## src/rtl/uart_echo_engine.sv

```systemverilog
// uart_echo_engine
// Sits between the UART receiver and transmitter. Received bytes are queued in a
// small FIFO. Each byte is then expanded into one to three characters depending on
// the transform mode and handed to the transmitter one character at a time using
// a dv/done handshake. Overflow and traffic counters feed the debug displays.
//
// state | meaning
// ------+------------------------------------------------------------------
// IDLE  | waiting for a buffered byte and an idle transmitter
// POP   | head byte already latched; retire it from the FIFO
// EMIT  | o_tx_dv is high for this single cycle with the current character
// WAIT  | waiting for the transmitter's done strobe for that character
module uart_echo_engine #(
    parameter int DEPTH_LOG2 = 4,
    parameter int COUNT_W    = 16
) (
    input  logic                  i_clk,
    input  logic                  i_rst,
    input  logic [7:0]            i_rx_byte,
    input  logic                  i_rx_valid,
    input  logic [1:0]            i_mode,
    input  logic                  i_tx_active,
    input  logic                  i_tx_done,
    input  logic                  i_clear_overflow,
    output logic [7:0]            o_tx_byte,
    output logic                  o_tx_dv,
    output logic [DEPTH_LOG2:0]   o_fifo_count,
    output logic                  o_fifo_empty,
    output logic                  o_fifo_full,
    output logic                  o_overflow,
    output logic [COUNT_W-1:0]    o_rx_count,
    output logic [COUNT_W-1:0]    o_tx_count
);

    localparam int DEPTH = 1 << DEPTH_LOG2;

    localparam logic [DEPTH_LOG2-1:0] PTR_ONE   = 1;
    localparam logic [DEPTH_LOG2:0]   CNT_ONE   = 1;
    localparam logic [COUNT_W-1:0]    TRAF_ONE  = 1;

    localparam logic [1:0] MODE_ECHO = 2'd0;
    localparam logic [1:0] MODE_SWAP = 2'd1;
    localparam logic [1:0] MODE_HEX  = 2'd2;
    localparam logic [1:0] MODE_CRLF = 2'd3;

    localparam logic [7:0] CHAR_CR    = 8'h0D;
    localparam logic [7:0] CHAR_LF    = 8'h0A;
    localparam logic [7:0] CHAR_SPACE = 8'h20;

    typedef enum logic [1:0] {
        IDLE = 2'd0,
        POP  = 2'd1,
        EMIT = 2'd2,
        WAIT = 2'd3
    } state_t;

    // FIFO storage and bookkeeping
    logic [7:0]            mem_q [DEPTH];
    logic [DEPTH_LOG2-1:0] wr_ptr_q;
    logic [DEPTH_LOG2-1:0] rd_ptr_q;
    logic [DEPTH_LOG2:0]   count_q;
    logic [DEPTH_LOG2:0]   count_d;
    logic                  overflow_q;
    logic [COUNT_W-1:0]    rx_count_q;

    // Engine state
    state_t                state_q;
    logic [7:0]            cur_q;
    logic [1:0]            mode_q;
    logic [1:0]            k_q;
    logic [7:0]            tx_byte_q;
    logic                  tx_dv_q;
    logic [COUNT_W-1:0]    tx_count_q;

    logic                  full_d;
    logic                  empty_d;
    logic                  pop_d;
    logic                  push_d;
    logic [1:0]            last_k_d;
    logic [1:0]            next_k_d;
    logic [7:0]            char_cur_d;
    logic [7:0]            char_next_d;

    // Uppercase ASCII hex digit for one nibble.
    function automatic logic [7:0] hex_digit(input logic [3:0] nib);
        logic [7:0] c;
        if (nib < 4'd10) begin
            c = {4'h3, nib};
        end else begin
            c = 8'h37 + {4'h0, nib};
        end
        return c;
    endfunction

    // Character number k of the expansion of byte b under mode m.
    function automatic logic [7:0] char_of(input logic [7:0] b,
                                           input logic [1:0] m,
                                           input logic [1:0] k);
        logic [7:0] c;
        c = b;
        case (m)
            MODE_SWAP: begin
                if ((b >= 8'h41 && b <= 8'h5A) || (b >= 8'h61 && b <= 8'h7A)) begin
                    c = b ^ 8'h20;
                end
            end
            MODE_HEX: begin
                case (k)
                    2'd0:    c = hex_digit(b[7:4]);
                    2'd1:    c = hex_digit(b[3:0]);
                    default: c = CHAR_SPACE;
                endcase
            end
            MODE_CRLF: begin
                // Only a CR ever reaches k=1; its second character is the LF.
                if (k == 2'd1) begin
                    c = CHAR_LF;
                end
            end
            default: c = b;
        endcase
        return c;
    endfunction

    // FIFO status, push/pop decisions and expansion lookups
    always_comb begin
        empty_d  = (count_q == '0);
        // The count never exceeds DEPTH, so its MSB alone marks the full condition.
        full_d   = count_q[DEPTH_LOG2];
        pop_d    = (state_q == POP);
        // A full FIFO still accepts a byte in the cycle the head is retired.
        push_d   = i_rx_valid && (!full_d || pop_d);

        case ({push_d, pop_d})
            2'b10:   count_d = count_q + CNT_ONE;
            2'b01:   count_d = count_q - CNT_ONE;
            default: count_d = count_q;
        endcase

        case (mode_q)
            MODE_HEX:  last_k_d = 2'd2;
            MODE_CRLF: last_k_d = (cur_q == CHAR_CR) ? 2'd1 : 2'd0;
            default:   last_k_d = 2'd0;
        endcase

        next_k_d    = k_q + 2'd1;
        char_cur_d  = char_of(cur_q, mode_q, k_q);
        char_next_d = char_of(cur_q, mode_q, next_k_d);
    end

    // FIFO data array; no reset needed since count gates every read
    always_ff @(posedge i_clk) begin
        if (push_d) begin
            mem_q[wr_ptr_q] <= i_rx_byte;
        end
    end

    // FIFO pointers, occupancy, sticky overflow and accepted-byte counter
    always_ff @(posedge i_clk) begin
        if (i_rst) begin
            wr_ptr_q   <= '0;
            rd_ptr_q   <= '0;
            count_q    <= '0;
            overflow_q <= 1'b0;
            rx_count_q <= '0;
        end else begin
            count_q <= count_d;
            if (push_d) begin
                wr_ptr_q   <= wr_ptr_q + PTR_ONE;
                rx_count_q <= rx_count_q + TRAF_ONE;
            end
            if (pop_d) begin
                rd_ptr_q <= rd_ptr_q + PTR_ONE;
            end
            // A drop in the same cycle as a clear leaves the flag set.
            if (i_rx_valid && !push_d) begin
                overflow_q <= 1'b1;
            end else if (i_clear_overflow) begin
                overflow_q <= 1'b0;
            end
        end
    end

    // Sequencing FSM with registered transmitter outputs
    always_ff @(posedge i_clk) begin
        if (i_rst) begin
            state_q    <= IDLE;
            cur_q      <= '0;
            mode_q     <= MODE_ECHO;
            k_q        <= '0;
            tx_byte_q  <= '0;
            tx_dv_q    <= 1'b0;
            tx_count_q <= '0;
        end else begin
            tx_dv_q <= 1'b0;
            case (state_q)
                IDLE: begin
                    if (!empty_d && !i_tx_active) begin
                        // Byte and mode are frozen here for the whole expansion.
                        cur_q   <= mem_q[rd_ptr_q];
                        mode_q  <= i_mode;
                        k_q     <= '0;
                        state_q <= POP;
                    end
                end
                POP: begin
                    tx_byte_q <= char_cur_d;
                    tx_dv_q   <= 1'b1;
                    state_q   <= EMIT;
                end
                EMIT: begin
                    state_q <= WAIT;
                end
                WAIT: begin
                    if (i_tx_done) begin
                        tx_count_q <= tx_count_q + TRAF_ONE;
                        if (k_q < last_k_d) begin
                            k_q       <= next_k_d;
                            tx_byte_q <= char_next_d;
                            tx_dv_q   <= 1'b1;
                            state_q   <= EMIT;
                        end else begin
                            state_q <= IDLE;
                        end
                    end
                end
                default: state_q <= IDLE;
            endcase
        end
    end

    assign o_tx_byte    = tx_byte_q;
    assign o_tx_dv      = tx_dv_q;
    assign o_fifo_count = count_q;
    assign o_fifo_empty = empty_d;
    assign o_fifo_full  = full_d;
    assign o_overflow   = overflow_q;
    assign o_rx_count   = rx_count_q;
    assign o_tx_count   = tx_count_q;

endmodule
```

## config.mk

```make
export PLATFORM = sky130hd
export DESIGN_NAME = uart_echo_engine
export DESIGN_NICKNAME = d
export VERILOG_FILES = /design/src/rtl/uart_echo_engine.sv
export SDC_FILE = /design/constraint.sdc
export NUM_CORES = 1
export LEC_CHECK = 0
export ABC_AREA = 1
export BUFFER_PORTS_ARGS = -buffer_cell sky130_fd_sc_hd__buf_4
export CAP_MARGIN = 0
export CORE_MARGIN = 2
export CORE_UTILIZATION = 50
export DETAILED_ROUTE_END_ITERATION = 8
export PLACE_DENSITY = 0.72
export SYNTH_ARGS = -nofsm -noshare
export SYNTH_HDL_FRONTEND = slang
export SYNTH_SLANG_ARGS = --single-unit
```

## constraint.sdc

```tcl
create_clock -name i_clk -period 2.9 [get_ports i_clk]
set_clock_uncertainty 0.1 [all_clocks]
set_input_delay 0.435 -clock i_clk [delete_from_list [all_inputs] [get_ports i_clk]]
set_output_delay 0.435 -clock i_clk [all_outputs]
set_load 0.02 [all_outputs]
```

; ---- Yosys cells after proc, flatten, opt, wreduce, memory -nomap -nowiden
; Memory sizes are Yosys's and may differ from the RTL's. A register that Yosys moved wholly into a read port is not among the register bits.
; Index checks and enable logic that the tools add are counted.
; W data, S select, Z words.
[classes]
addsub = 9
reduce_logical = 24
order_cmp = 7
eq_ne = 14
mux = 30
bitwise_logic = 1
[ops]
columns = cell, n
row1 = $pmux W8 S3, 2
row2 = $add A16 B1 Y16 const B, 2
row3 = $mux W8, 4
row4 = $pmux W8 S2, 2
row5 = $ge A8 B7 Y1 const B, 2
row6 = $le A8 B7 Y1 const B, 2
row7 = $add A6 B4 Y7 const A, 2
row8 = $mux W7, 2
row9 = $pmux W7 S2, 1
row10 = $mux W2, 6
row11 = $eq A2 B1 Y1 const B, 5
row12 = $eq A2 B2 Y1 const B, 5
row13 = $pmux W5 S2, 1
row14 = $add A4 B1 Y4 const B, 2
row15 = $eq A8 B4 Y1 const B, 1
row16 = $lt A4 B4 Y1 const B, 2
row17 = $pmux W2 S2, 2
row18 = $pmux W2 S4, 1
row19 = $reduce_bool A2 Y1, 4
row20 = $mux W1, 7
row21 = $logic_not A2 Y1, 3
row22 = $mux W6, 1
row23 = $ne A2 B2 Y1 const B, 3
row24 = $reduce_and A2 Y1, 3
row25 = other kinds (12), 20
[word_totals]
word_cells = 97
register_bits = 61
mem_count = 1
ram_bits = 128
[mem_list]
columns = memory, depth, width, rd, rd_ports_with_merged_regs, wr, line
row1 = mem_q, 16, 8, 1, 1, 1, 58  ; logic [7:0] mem_q [DEPTH];

; ---- Depth between registers and ports, before layout
; Gate-level depths: netlist of run 1.
[logic_depth]
depth_word = 8
depth_mapped = 15
depth_no_buf = 14

; ---- Worst setup path after synthesis of run 1
; OpenSTA, ideal clock, no wires.
[synth_timing]
path_kind = reg2reg
startpoint = register state_q[0]
endpoint = register count_q[4] (netlist: o_fifo_count[4])
period_less_slack_ns = 2.308
stages_incl_launch_ff = 14
path_buffers = 1
slack_ns = 0.592
required_ns = 2.667
arrival_time_ns = 2.076
cell_sequence = dfxtp_1 > nand2_2 > nand2_1 > nand2_2 > buf_6 > ha_1 > ha_1 > nand2_1 > nor2_1 > a211oi_1 > o21ai_0 > a21oi_1 > nand2_1 > nor3b_1
[synth_between]
elab_chain_len = 5
[synth_lines]
columns = element, line
row1 = start: declaration, 67  ; state_t state_q;
row2 = start signal: assignment, 187  ; state_q <= IDLE;
row3 = start signal: assignment, 203  ; state_q <= POP;
row4 = start signal: assignment, 209  ; state_q <= EMIT;
row5 = $eq A2 B1 Y1 (*), 130  ; pop_d = (state_q == POP);
row6 = $logic_or A1 B1 Y1, 132  ; push_d = i_rx_valid && (!full_d || pop_d);
row7 = $logic_and A1 B1 Y1, 132
row8 = $eq A2 B1 Y1 / $eq A2 B2 Y1 (equally long branches), 134  ; case ({push_d, pop_d})
row9 = $pmux W5 S2 / $reduce_bool A2 Y1 (equally long branches), --
row10 = end signal: assignment, 167  ; count_q <= count_d;
row11 = end: declaration, 61  ; logic [DEPTH_LOG2:0] count_q;
; Every way passes the cells marked *; elsewhere a longest branch is shown, timed or not.
; A chain may end at the register's enable or synchronous reset.

; ---- Worst setup path in the final report of run 1
; Same ends and word-level chain as after synthesis.

==> results.json, run 1 <==
{
  "outcome": "finished clean",
  "seqPwrFrac_pct": 44.5,
  "ant_nets": 0,
  "worstSkewPairLatency_ps": 430,
  "synthCells": 958,
  "cts_setup_buffers": 0,
  "grt-ovfl-total": 0,
  "synth-main-ff-cell": "edfxtp_1",
  "rsz0062_at_grt": "no",
  "cts_sinks": 197,
  "fin_setup_tns_ps": 0,
  "die_area_um2": 19100,
  "start_util_pct": 50.6,
  "cts-root-buf": "clkbuf_16",
  "critPathLaunchType": "register",
  "power_frac_comb_pct": 27.6,
  "min_path_type": "input port to register",
  "grt_pass1_wl_um": 33900,
  "vdd.ir_drop.worst_mv": 0.486,
  "port_buffers": 64,
  "max_freq_ghz": 0.395,
  "vias": 7018,
  "layout_commonest_cell": "nand2_1",
  "yosysSeqAreaShare_pct": 57.9,
  "r2r_setup_slack_ps": 370,
  "core_area_um2": 17800,
  "drive_gt1_share_pct": 13.4,
  "crit_arrival_ps": 2740,
  "internal_power_w": 0.00492,
  "grt_use_total_pct": 22.2,
  "layout_common_cells": "nand2_1, edfxtp_1, nor2_1, o21ai_0, inv_1",
  "grt_max_degree": 67,
  "ys_async_sr_fraction_pct": 0,
  "grt_antenna_before_repair": 0,
  "cp_max_fo": 11,
  "layout.cells.non_filler": 1254,
  "cts_tree": "yes",
  "drc": 0,
  "wl_per_cell_um": 16.7,
  "slew_headroom_pct": 42.6,
  "syn_nets": 997,
  "synth_top_area_share_pct": 42.6,
  "synth_edf_count": 128,
  "min_period_ps": 2530,
  "power_frac_clock_pct": 27.9,
  "place_congestion": 0.872,
  "power.density_nw_per_um2": 737,
  "fp.dieH_um": 138,
  "cap_violations": 0,
  "leakagePower_nw": 3.86,
  "hpwl_um": 14100,
  "crit_type": "register to register",
  "yosysTopAreaCell": "edfxtp_1",
  "cts.htree.levels": 4,
  "drt_iter0_markers": 649,
  "drt-total-wl_um": 21000,
  "dr.pass1.iters": 5,
  "tightest_slew_ps": 859,
  "die_x_um": 138,
  "power_switching_w": 0.00261,
  "ys_top_cells_by_area": "edfxtp_1, dfxtp_1, o21ai_0",
  "endpoint_kind": "register",
  "clk_pin_slew_worst_paths_ps": 70,
  "area_growth_pct": 13.3,
  "yosys_warnings": 0,
  "p_sw_share_pct": 34.7,
  "critPathRequiredTime_ps": 3100,
  "postCtsHoldBufs": 0,
  "num_antenna_cells": 0,
  "cts_buffers": 17,
  "clockBufferDepth": 2,
  "cts_resized": 0,
  "num_io_pins": 65,
  "ys_ff_latch": 197,
  "syn_area_um2": 9020,
  "grt_pass1_vias": 6472,
  "slew_violations": 0,
  "avgSynthCellArea_um2": 9.42,
  "hold_viol_final": 0,
  "vias_per_cell": 5.60,
  "setup_viol_count_final": 0,
  "row_count": 49,
  "layout.nets": 1052,
  "dp.cells": 1223,
  "synthDistinctLibCells": 42,
  "fin_crit_sh_pct": 87.4
}
## synthesized netlist by cell type (2+ instances only)
cell type / instances
nand2_1: 139
edfxtp_1: 128
nor2_1: 127
o21ai_0: 105
inv_1: 81
dfxtp_1: 69
a21oi_1: 57
nand3_1: 46
clkbuf_1: 33
o221ai_1: 23
ha_1: 22
o22ai_1: 15
o21ai_1: 14
nor3_1: 13
o211ai_1: 10
nand4_1: 9
inv_2: 7
a31oi_1: 6
nand2_2: 6
buf_2: 5
o21a_1: 5
nor2_2: 4
nor2_4: 4
clkinv_1: 3
nor3_2: 3
xor2_1: 3
a211oi_1: 2
buf_6: 2
nand3_2: 2
or2_2: 2
xnor2_1: 2
## metrics by stage
stage	util [%]	cell area [µm²]	hold slack [ps]	setup WS, ps	total power (W)
6_report	57.3	10200	148	366	0.00754
5_1_grt	57.3	10200	155	124	0.00795
4_1_cts	57.3	10200	139	360	0.00754
3_5_place_dp	54.4	9710	356	373	0.00546
3_3_place_gp	54.4	9710	352	427	0.00542
2_1_floorplan	-	9020	385	592	0.00483
## cell type report
type / instances / area [µm²]
Clock buffer: 21 / 440
Fill cell: 1536 / 7610
Sequential cell: 197 / 5230
Tap cell: 229 / 287
Timing Repair Buffer: 78 / 586
Multi-Input combinational cell: 628 / 3270
Clock inverter: 10 / 72.6
Inverter: 91 / 342
## cells by family (layout without fill, tap and decap cells)
group / count (synthesis) / in the layout / share of synthesized area, %
adders and majority gates: 23 / 23 / 3.27
and+or+nand+nor: 360 / 360 / 17.3
xor gates and xnor gates: 5 / 5 / 0.485
DFF: 197 / 197 / 57.9
buffers and inverters: 133 / 200 / 5.82
AOI/OAI and AO/OA: 240 / 240 / 15.2
## registers in the layout, indices dropped and copies added (netlist names), 4 cells and up
name / flops
o_rx_count: 16
o_tx_count: 16
wr_ptr_q: 4
mem_q: 128
rd_ptr_q: 4
o_tx_byte: 8
o_fifo_count: 5
cur_q: 8
## worst max-delay path: stages, from the launching register on
cell      delay (ps)
dfxtp_1          420
nand2_2          150
nand2_1          100
nand2_2          150
ha_1             300
ha_1             340
nand2_1           80
nor2_1            40
a211oi_1         240
o21ai_0          120
a21oi_1          160
nand2_1           60
nor3b_1          130
## worst paths after layout
check	from	endpoint	depth (start not counted)
max reg2reg	state_q[0]	o_fifo_count[4]	12
min reg2reg	o_overflow	o_overflow	2
max	state_q[0]	o_fifo_count[4]	12
min	i_clear_overflow	o_overflow	4
## power groups by stage
stage | sequential (W) | combinational, W | clock (W)
finish | 0.00335 | 0.00208 | 0.00210
global route | 0.00337 | 0.00233 | 0.00225
CTS | 0.00334 | 0.00206 | 0.00214
detailed placement | 0.00341 | 0.00205 | 0
global placement | 0.00340 | 0.00201 | 0
floorplan | 0.00340 | 0.00143 | 0
## metal layers
layer  GRT usage, %  wire length, µm  vias up  share of wire, %
met4           6.23              316        0               1.5
met5              0                0        -                 0
met1           31.2             9350     3336                45
met3           3.81             1260       23               6.0
li1               -                -     3431                 -
met2           35.8            10100      228                48
Note: power is estimated with default switching activity, not from simulation.
==> run 2: changes to the inputs <==
- ABC_AREA: 1 -> unset
- CORE_UTILIZATION: 50 -> 60
- PLACE_DENSITY: 0.72 -> 0.84
- RECOVER_POWER: unset -> 100
==> results.json, run 2 <==
{
  "syn_nets": 722,
  "hpwl_um": 13300,
  "grt_antenna_before_repair": 0,
  "ys_top_cells_by_area": "edfxtp_1, dfxtp_1, mux4_2",
  "use_met3_pct": 4.12,
  "outcome": "finished clean",
  "ff_latch_area_um2": 5230,
  "synth-main-ff-cell": "edfxtp_1",
  "cts_tree": "yes",
  "crit_arrival_ps": 2870,
  "syn_area_um2": 8730,
  "min_path_type": "input port to register",
  "synthCells": 683,
  "min_period_ps": 2610,
  "post-place-ws_ps": 244,
  "synth.most_common_cell": "edfxtp_1",
  "avgSynthCellArea_um2": 12.8,
  "yosysTopAreaCell": "edfxtp_1",
  "largest-register": "mem_q",
  "critPathLaunchType": "register",
  "endpoint_kind": "register",
  "grt_max_degree": 70,
  "cts_buffers": 17,
  "yosysSeqAreaShare_pct": 59.9,
  "grt_use_total_pct": 26.6,
  "r2r_setup_slack_ps": 290,
  "rr_worst_depth": 7,
  "vdd.ir_drop.worst_mv": 0.464,
  "fillers": 1032,
  "synth_commonest_cells": "edfxtp_1, nor2_1, dfxtp_1, nand2_1, a21oi_1",
  "fin_crit_sh_pct": 90.0,
  "critPathRequiredTime_ps": 3160,
  "num_io_pins": 65,
  "synth_top_area_share_pct": 44.0,
  "row_count": 44,
  "cts-root-buf": "clkbuf_16",
  "dr.pass1.iters": 5,
  "drt_iter0_markers": 638,
  "rsz0062_at_grt": "no",
  "place_congestion": 0.886,
  "worstSkewPairLatency_ps": 430,
  "dp.cells": 917,
  "multiInputGateArea_um2": 3220,
  "tightest_slew_ps": 1020,
  "layout_common_cells": "edfxtp_1, nor2_1, dfxtp_1, clkbuf_1, nand2_1",
  "slew_violations": 0,
  "finalWorstSetupSlack_ps": 291,
  "vias_per_cell": 6.25,
  "drt-total-wl_um": 20100,
  "clockBufferDepth": 2,
  "utilization_pct": 68.0,
  "clk_pin_slew_worst_paths_ps": 70,
  "grt_use_met2_pct": 46.7,
  "fin_setup_tns_ps": 0,
  "yosys_warnings": 0,
  "synthDistinctLibCells": 61,
  "drc": 0,
  "setup_viol_count_final": 0,
  "fp.dieH_um": 125,
  "top_usage_layer": "met2",
  "finalInstanceArea_um2": 9770,
  "cp_max_fo": 14,
  "port_buffers": 64,
  "cap_violations": 0,
  "ant_nets": 0,
  "placed_area_um2": 9460,
  "hold_depth": 3,
  "core_area_um2": 14400,
  "leakagePower_nw": 3.19,
  "area_growth_pct": 12.0,
  "drive_gt1_share_pct": 13.7,
  "ys_ff_latch": 197,
  "crit_type": "register to register",
  "cts_sinks": 197,
  "hold_viol_final": 0,
  "postCtsHoldBufs": 0,
  "layout.nets": 791,
  "die_x_um": 125,
  "cts.htree.levels": 4,
  "ys_async_sr_fraction_pct": 0,
  "start_util_pct": 60.7,
  "use_met1_pct": 33.3,
  "layout_commonest_cell": "edfxtp_1",
  "layout.cells.non_filler": 949,
  "synth_edf_count": 128,
  "num_antenna_cells": 0,
  "grt_pass1_vias": 5930,
  "wl_per_cell_um": 21.1,
  "die_area_um2": 15500,
  "vias": 5931,
  "max_freq_ghz": 0.383,
  "grt-ovfl-total": 0,
  "slew_headroom_pct": 32.3,
  "power.density_nw_per_um2": 760,
  "largest_reg_flops": 128,
  "grt_pass1_wl_um": 31700
}
==> run 2: final cells by class <==
type / instances / area share, %
well taps: 184 / 2.36
clock buffers: 20 / 4.47
flip-flops and latches: 197 / 53.5
repair buffers: 89 / 4.34
clock inverters: 12 / 1.31
multi-input cells: 419 / 33.0
inverters: 28 / 1.08
==> run 2: worst max-delay path, cell delays in order (launching register included) <==
cell and delay (ps):
dfxtp_2 440, nand2b_4 100, a21boi_4 160, clkbuf_1 650, nand3_4 180, or3_4 410, or3_1 360, a21oi_1 140
==> run 2: metal layers <==
metal	part of all wire [%]	up-vias
li1	-	2685
met1	39	2942
met2	53	249
met3	5.7	55
met4	2.9	0
met5	0	-
==> run 2: path summary, 6_finish.rpt <==
check	from	endpoint
min reg2reg	o_tx_byte[7]	o_tx_byte[7]
min	i_mode[1]	mode_q[1]
max reg2reg	state_q[0]	o_rx_count[15]
max	state_q[0]	o_rx_count[15]
==> run 2: cell families after synthesis <==
family | count (synthesis) | synth area share [%]
buffers and inverters | 67 | 3.21
multiplexers | 44 | 10.8
AND/OR/NAND/NOR | 210 | 11.6
adder cells (fa/ha/maj) | 23 | 3.38
AO/OA/AOI/OAI | 111 | 8.01
flip-flops | 197 | 59.9
XOR/XNOR | 31 | 3.11
==> run 2: through the flow <==
step                total power, W  hold WS (ps)
floorplan                  0.00472           396
global placement           0.00519           345
detailed placement         0.00526           348
CTS                        0.00752           165
global route               0.00776           177
finish                     0.00743           175
==> run 2: power by group <==
group | internal (W) | switching, W
logic | 0.000763 | 0.00101
registers | 0.00315 | 0.000239
clock network | 0.00127 | 0.000993
==> run 2: timing repair <==
item | 4_1_cts | 5_1_grt
endpoints found under the setup margin | 0 | 1
buffers inserted | 0 | 0
gates resized for setup | 0 | 1
